## src/rtl/serial_shift_out_pkg.sv

```systemverilog
// Shared types and helpers for the serial shift-out stage of the Wishbone serial port.
package serial_shift_out_pkg;

  localparam int SER_WIDTH_DEF  = 8;
  localparam int SER_CLKDIV_DEF = 4;

  typedef enum logic [1:0] {
    ST_IDLE  = 2'd0,
    ST_LOAD  = 2'd1,
    ST_SHIFT = 2'd2,
    ST_LATCH = 2'd3
  } state_e;

  // Bits needed to hold 0..value-1, never less than one bit.
  function automatic int clog2_min1(input int value);
    int w = 1;
    while ((1 << w) < value) w++;
    return w;
  endfunction

endpackage

```

## src/rtl/serial_shift_out_tick.sv

```systemverilog
// Enable-gated divider: one-cycle tick every CLKDIV enabled cycles, sync clear to zero.
module serial_tick_gen
  import serial_shift_out_pkg::*;
#(
  parameter int CLKDIV = SER_CLKDIV_DEF
) (
  input  logic clk_i,
  input  logic rst_ni,
  input  logic en_i,
  input  logic clr_i,
  output logic tick_o
);

  localparam int CNT_W = clog2_min1(CLKDIV);
  localparam logic [CNT_W-1:0] CNT_MAX = CNT_W'(CLKDIV - 1);

  logic [CNT_W-1:0] cnt_q, cnt_d;

  always_comb begin
    cnt_d  = cnt_q;
    tick_o = 1'b0;
    if (clr_i) begin
      cnt_d = '0;
    end else if (en_i) begin
      if (cnt_q == CNT_MAX) begin
        cnt_d  = '0;
        tick_o = 1'b1;
      end else begin
        cnt_d = cnt_q + 1'b1;
      end
    end
  end

  always_ff @(posedge clk_i or negedge rst_ni) begin
    if (!rst_ni) cnt_q <= '0;
    else         cnt_q <= cnt_d;
  end

endmodule

```

## src/rtl/serial_shift_out.sv

```systemverilog
// Parallel-to-serial driver for 74HC595-style chains: sclk/sdat/latch with a one-word
// holding register so the next frame can follow after a single LOAD cycle.
module serial_shift_out
  import serial_shift_out_pkg::*;
#(
  parameter int WIDTH     = SER_WIDTH_DEF,
  parameter int CLKDIV    = SER_CLKDIV_DEF,
  parameter int MSB_FIRST = 1
) (
  input  logic             wb_clk_i,
  input  logic             wb_rst_ni,
  input  logic [WIDTH-1:0] dat_i,
  input  logic             valid_i,
  output logic             ready_o,
  output logic             busy_o,
  output logic             sclk_o,
  output logic             sdat_o,
  output logic             latch_o
);

  localparam int BIT_W = clog2_min1(WIDTH);

  state_e           state_q, state_d;
  logic             hold_full_q, hold_full_d;
  logic [WIDTH-1:0] hold_dat_q, hold_dat_d;
  logic [WIDTH-1:0] shreg_q, shreg_d;
  logic [BIT_W-1:0] bit_cnt_q, bit_cnt_d;
  logic             sclk_q, sclk_d;
  logic             sdat_q, sdat_d;
  logic             latch_q, latch_d;
  logic             busy_q, busy_d;
  logic             ready_q, ready_d;
  logic             accept;
  logic             tick;
  logic             div_en;
  logic             div_clr;

  function automatic logic [WIDTH-1:0] shift_word(input logic [WIDTH-1:0] w);
    if (MSB_FIRST != 0) return w << 1;
    else                return w >> 1;
  endfunction

  function automatic logic head_bit(input logic [WIDTH-1:0] w);
    return (MSB_FIRST != 0) ? w[WIDTH-1] : w[0];
  endfunction

  assign accept  = valid_i & ready_q;
  assign div_en  = (state_q == ST_SHIFT) | (state_q == ST_LATCH);
  assign div_clr = ~div_en;

  serial_tick_gen #(
    .CLKDIV (CLKDIV)
  ) u_tick (
    .clk_i  (wb_clk_i),
    .rst_ni (wb_rst_ni),
    .en_i   (div_en),
    .clr_i  (div_clr),
    .tick_o (tick)
  );

  always_comb begin
    state_d     = state_q;
    hold_full_d = hold_full_q;
    hold_dat_d  = hold_dat_q;
    shreg_d     = shreg_q;
    bit_cnt_d   = bit_cnt_q;
    sclk_d      = sclk_q;
    sdat_d      = sdat_q;
    latch_d     = latch_q;

    // ready_q is low whenever the holding register is full, so accept never meets a pull.
    if (accept) begin
      hold_full_d = 1'b1;
      hold_dat_d  = dat_i;
    end

    case (state_q)
      ST_IDLE: begin
        if (hold_full_q) state_d = ST_LOAD;
      end
      ST_LOAD: begin
        shreg_d     = hold_dat_q;
        hold_full_d = 1'b0;
        sdat_d      = head_bit(hold_dat_q);
        bit_cnt_d   = BIT_W'(WIDTH - 1);
        sclk_d      = 1'b0;
        state_d     = ST_SHIFT;
      end
      ST_SHIFT: begin
        if (tick) begin
          if (!sclk_q) begin
            sclk_d = 1'b1;
          end else begin
            // Data only moves on the falling edge so the chain sees it stable at the rise.
            sclk_d = 1'b0;
            if (bit_cnt_q != '0) begin
              shreg_d   = shift_word(shreg_q);
              sdat_d    = head_bit(shift_word(shreg_q));
              bit_cnt_d = bit_cnt_q - 1'b1;
            end else begin
              latch_d = 1'b1;
              state_d = ST_LATCH;
            end
          end
        end
      end
      ST_LATCH: begin
        if (tick) begin
          latch_d = 1'b0;
          state_d = hold_full_q ? ST_LOAD : ST_IDLE;
        end
      end
      default: state_d = ST_IDLE;
    endcase

    busy_d  = (state_d != ST_IDLE) | hold_full_d;
    ready_d = ~hold_full_d;
  end

  always_ff @(posedge wb_clk_i or negedge wb_rst_ni) begin
    if (!wb_rst_ni) begin
      state_q     <= ST_IDLE;
      hold_full_q <= 1'b0;
      bit_cnt_q   <= '0;
      sclk_q      <= 1'b0;
      sdat_q      <= 1'b0;
      latch_q     <= 1'b0;
      busy_q      <= 1'b0;
      ready_q     <= 1'b1;
    end else begin
      state_q     <= state_d;
      hold_full_q <= hold_full_d;
      bit_cnt_q   <= bit_cnt_d;
      sclk_q      <= sclk_d;
      sdat_q      <= sdat_d;
      latch_q     <= latch_d;
      busy_q      <= busy_d;
      ready_q     <= ready_d;
    end
  end

  // Payload registers are qualified by hold_full/state, so they carry no reset.
  always_ff @(posedge wb_clk_i) begin
    hold_dat_q <= hold_dat_d;
    shreg_q    <= shreg_d;
  end

  assign ready_o = ready_q;
  assign busy_o  = busy_q;
  assign sclk_o  = sclk_q;
  assign sdat_o  = sdat_q;
  assign latch_o = latch_q;

endmodule

```

## config.mk

```make
export PLATFORM = sky130hd
export DESIGN_NAME = serial_shift_out
export DESIGN_NICKNAME = d
export VERILOG_FILES = /design/src/rtl/serial_shift_out_pkg.sv /design/src/rtl/serial_shift_out_tick.sv /design/src/rtl/serial_shift_out.sv
export SDC_FILE = /design/constraint.sdc
export NUM_CORES = 1
export LEC_CHECK = 0
export ABC_CLOCK_PERIOD_IN_PS = 2650
export CORE_MARGIN = 2
export CORE_UTILIZATION = 29
export CTS_CLUSTER_SIZE = 28
export DETAILED_ROUTE_END_ITERATION = 7
export GPL_ROUTABILITY_DRIVEN = 0
export GPL_TIMING_DRIVEN = 0
export PLACE_DENSITY_LB_ADDON = 0.25
export SLEW_MARGIN = 40
export SYNTH_ARGS = -nofsm -noshare
export SYNTH_HDL_FRONTEND = slang
export SYNTH_HIERARCHICAL = 1
export SYNTH_SLANG_ARGS = --single-unit
```

## constraint.sdc

```tcl
create_clock -name wb_clk_i -period 2.65 [get_ports wb_clk_i]
set_clock_uncertainty 0.2 [all_clocks]
set_input_delay 0.265 -clock wb_clk_i [delete_from_list [all_inputs] [get_ports wb_clk_i]]
set_output_delay 0.265 -clock wb_clk_i [all_outputs]
set_load 0.005 [all_outputs]
```

Yosys cells after proc, flatten, opt, wreduce, memory -nomap -nowiden
Index checks and enable logic that the tools add are counted.
- output and inout bits: 5
- word-level logic and storage cells: 67
- register bits: 28
- input bits: 11
- add/subtract/negate cells: 2
- bitwise logic cells: 4
- multiplexer cells: 33
- equal/unequal tests: 9
- reductions and logical operators: 8
- operator list (cell ; count):
    $mux W7 ; 3
    $mux W1 ; 14
    $mux W2 ; 7
    $pmux W7 S2 ; 1
    $mux W3 ; 3
    $ne A2 B2 Y1 const B ; 4
    $pmux W2 S4 ; 1
    $eq A2 B2 Y1 const B ; 3
    $pmux W1 S2 ; 3
    $pmux W3 S2 ; 1
    $reduce_bool A2 Y1 ; 3
    $reduce_and A5 Y1 ; 1
    $reduce_and A4 Y1 ; 1
    $reduce_bool A3 Y1 ; 1
    $sub A3 B1 Y3 const B ; 1
    $add A2 B1 Y2 const B ; 1
    $eq A2 B1 Y1 const B ; 1
    $logic_not A2 Y1 ; 1
    $ne A2 B1 Y1 const B ; 1
    $or A1 B1 Y1 ; 2
    $reduce_and A2 Y1 ; 1
    $and A1 B1 Y1 ; 1
    $not A1 Y1 ; 1

Depth between registers and ports, before layout
Gate-level depths: netlist of run 1.
- word-level depth: 7
- gate-level depth with buffers: 6
- mapped depth without buffers: 6

By module
The synthesis of run 1 kept the hierarchy.
- by module, submodules not included (module ; area each (µm²) ; seq. area each (µm²) ; cells an instance ; times used):
    serial_shift_out ; 1143.6 ; 726.9 ; 90 ; 1
    serial_tick_gen ; 107.6 ; 50.0 ; 10 ; 1

Worst setup path before layout of run 1
No wires, ideal clock.
- path kind: reg2reg
- start point: register state_q[1]
- end point: register shreg_q[0], enable pin
- data required time: 2069 ps
- library setup time: 381 ps
- arrival: 1772 ps
- period minus slack after synthesis: 2353 ps
- path buffers: 1
- stages on the path, launching flop included: 7
- setup slack: 297 ps
- cell sequence: dfrtp_1 -> buf_2 -> inv_1 -> nor2_1 -> and2_1 -> nand3_1 -> o21ai_0
- cells in the longest elaborated chain, start to end: 5
- elaborated cells between the ends (all ways): 10
- classes of those cells: 6 x eq/ne; 1 x mux; 1 x bitwise; 2 x reduce/logical
- RTL lines (element ; RTL line ; RTL):
    start: declaration ; serial_shift_out.sv:23 ; state_e state_q, state_d;
    start signal: assignment ; serial_shift_out.sv:131 ; state_q <= state_d;
    $eq A2 B2 Y1 ; serial_shift_out.sv:48 ; assign div_en = (state_q == ST_SHIFT) | (state_q == ST_LATCH);
    $or A1 B1 Y1 * ; serial_shift_out.sv:48 ;
    $mux W1 * ; serial_shift_out_tick.sv:22 ; if (clr_i) begin
    named net tick ; serial_shift_out.sv:34 ; logic tick;
    $ne A2 B2 Y1 (no line) * ; n/a ;
    $reduce_and A4 Y1 (no line) * ; n/a ;
    end signal: assignment ; serial_shift_out.sv:145 ; shreg_q <= shreg_d;
    end: declaration ; serial_shift_out.sv:26 ; logic [WIDTH-1:0] shreg_q, shreg_d;
Mark *: on every way through the listed nets, which the timed path passes. The rest lies on a longest branch.
A chain may end at the register's enable or synchronous reset.

Worst setup path after layout of run 1
- start point: register state_q[1]
- end point: register shreg_q[2], enable pin
Same word-level chain as after synthesis.

==> flow_summary.yaml, run 1 <==
routing:
  viasPerCell: 4.66
  wl_met1_um: 1010
  wl_met3_um: 83
  wirelength_um: 2060
  wire_per_inst_um: 12.2
  via_count: 787
  dr.pass1.iters: 4
  drtAntennaViolNets: 0
  route.detailed.drc: 0
  top_layer: "met3"
  wl_met2_um: 972
  drt_iter0_markers: 33
synth:
  ys.flop_type: "edfxtp_1"
  netlist_instances: 100
  synth_edf_count: 15
  yosysUniqueCellTypes: 32
  synth-seq-area-share_pct: 62.1
  synth.most_common_cell: "edfxtp_1"
  synth_seq_cells: 28
  synth.avg_cell_area_um2: 12.5
  asyncSetResetFlopFracSynth_pct: 46.4
  yosys_warnings: 6
  syn_nets: 114
  ys_top_cells_by_area: "edfxtp_1 36%, dfrtp_1 24%, mux2_2 6.3%"
  synth_area_um2: 1250
  synth_top_area_share_pct: 36.0
  yosys-top-cells-count: "15 x edfxtp_1, 12 x dfrtp_1, 10 x nor2_1"
  yosys.area.top_type: "edfxtp_1"
flow_run:
  maxCapViolations: 0
power:
  powerDensity_nw_per_um2: 966
  finalPower_mw: 1.49
  ir_drop_v: 0.000379
  power.leakage_nw: 0.593
clocking:
  clock_sinks: 28
  cts_buffers: 3
  clk_latency_ns: 0.28
  cts_max_level: 1
  path_clk_slew_ns: 0.10
  cts-root-buf: "clkbuf_8"
  cts_setup_buffers: 0
  tritoncts: "yes"
  clock_path_buffers: 2
floorplan:
  row_count: 23
  io_pins: 16
  start_util_pct: 30.6
  die_x_um: 69.7
  dieArea_um2: 4860
  core_um2: 4090
  dieHeight_um: 69.7
sta:
  rsz0062_at_grt: "no"
  fin_crit_sh_pct: 90.7
  max-slew-margin-rel_pct: 60.4
  slew_viol_final: 0
  worst_pin_slew_ns: 0.592
  setup_viol: 0
  hold_viol: 0
  layout_min_cycle_time_ns: 2.40
  max_freq_mhz: 416
grt:
  grt-ovfl-total: 0
  grt_max_degree: 17
  antenna_found_initial: 0
  grt_pass1_vias: 797
  track_usage_pct: 9.57
  grt_pass1_wl_um: 3770
critical_path:
  critPathMaxFanout: 10
  r2r-start: "state_q[1]"
  crit_type: "register to register"
  cp-startpoint: "state_q[1]"
  cp.arrival_ns: 2.15
  worst_setup_path_start_kind: "register"
  critPathCaptureType: "register"
  required_ns: 2.40
cells_and_area:
  fillers: 398
  drive_above_1_share_pct: 15.1
  syn_to_final_growth_pct: 23.0
  nets: 134
  diodes: 0
  fin_area_um2: 1540
run_status:
  status: "finished, final reports clean"
placement:
  dpl-instance-area_um2: 1460
  port_buffers: 15
  dp_hpwl_um: 1430
worst_hold_path:
  hold_class: "primary input to async pin"
layer usage:
layer | track usage [%] | vias to the layer above
met2 | 15.8 | 19
met1 | 12.5 | 371
met5 | 0 | -
met3 | 3.34 | 0
met4 | 1.28 | 0
li1 | - | 397
critical path: stages (launching register included):
cell and delay [ns]:
dfrtp_1 0.38, buf_2 0.21, inv_1 0.18, nor2_1 0.35, and2_1 0.29, nand3_1 0.14, o21ai_2 0.34
flip-flops by register name, summed over array words and instances (netlist names), 2 cells and up:
name	count
state_q	2
bit_cnt_q	3
hold_dat_q	8
u_tick/cnt_q	2
shreg_q	7
cell families after synthesis:
group | Yosys count | share of synthesized area, %
AO/OA/AOI/OAI | 18 | 9.00
AND/OR/NAND/NOR | 34 | 14.8
multiplexers | 8 | 7.10
adder cells (fa/ha/maj) | 3 | 3.00
buffers and inverters | 9 | 4.00
flip-flops | 28 | 62.1
cells in the final DEF (no fill, tap or decap), drive strengths merged, types with 2 or more instances in the layout:
cell type,instances
o21ai,7
and2,3
mux2,7
nand3,3
clkdlybuf4s50,15
nand2,7
buf,3
a31oi,2
a21oi,4
ha,3
nand2b,2
edfxtp,15
nor2b,2
a311oi,2
nor2,10
inv,4
clkbuf,5
dfrtp,12
stage by stage:
step	utilization, %	TNS [ns]	std cells	setup slack [ns]	hold WS [ns]
6_report	37.7	0	169	0.247	0.153
5_1_grt	37.7	0	169	0.0321	0.204
4_1_cts	37.6	0	169	0.0301	0.184
2_1_floorplan	-	0	100	0.297	-0.231
3_5_place_dp	35.8	0	165	0.0495	0.274
3_3_place_gp	35.8	-1.66	165	-0.238	0.281
final cells by class:
| type | count | area (um^2) | area share [%] |
|---|---|---|---|
| Multi-Input combinational cell | 63 | 428 | 27.8 |
| Tap cell | 50 | 62.6 | 4.07 |
| Inverter | 4 | 15.0 | 0.976 |
| Buffer | 5 | 35.0 | 2.28 |
| Clock inverter | 1 | 30.0 | 1.95 |
| Clock buffer | 3 | 41.3 | 2.68 |
| Timing Repair Buffer | 15 | 150 | 9.76 |
| Sequential cell | 28 | 777 | 50.5 |
repair_timing:
| action | 4_1_cts | 5_1_grt |
|---|---|---|
| hold buffers | 0 | 0 |
| setup endpoints to repair | 0 | 7 |
| gates resized for setup | 0 | 1 |
worst paths after layout:
kind / end / slack, ns / cells after the start
min in group wb_clk_i: latch_o / 0.30 / 2
max in group asynchronous: hold_full_q / 1.71 / 1
max reg2reg: shreg_q[2] / 0.25 / 6
max: shreg_q[2] / 0.25 / 6
min reg2reg: latch_o / 0.30 / 2
min: bit_cnt_q[2] / 0.15 / 1
report_power, final:
part           internal, mW  leakage [nW]  switching (mW)
Sequential            0.586         0.280          0.0582
Clock                 0.202        0.0357           0.136
Combinational         0.253         0.277           0.252
Total                  1.04         0.593           0.446
Power figures use the tool's default switching activity.
==> inputs of run 2 (changes only) <==
Settings changed: ABC_CLOCK_PERIOD_IN_PS 2650 to not set, CAP_MARGIN set to 10.
==> results of run 2 <==
The final DEF is identical to that of run 1; final timing and power are the same.
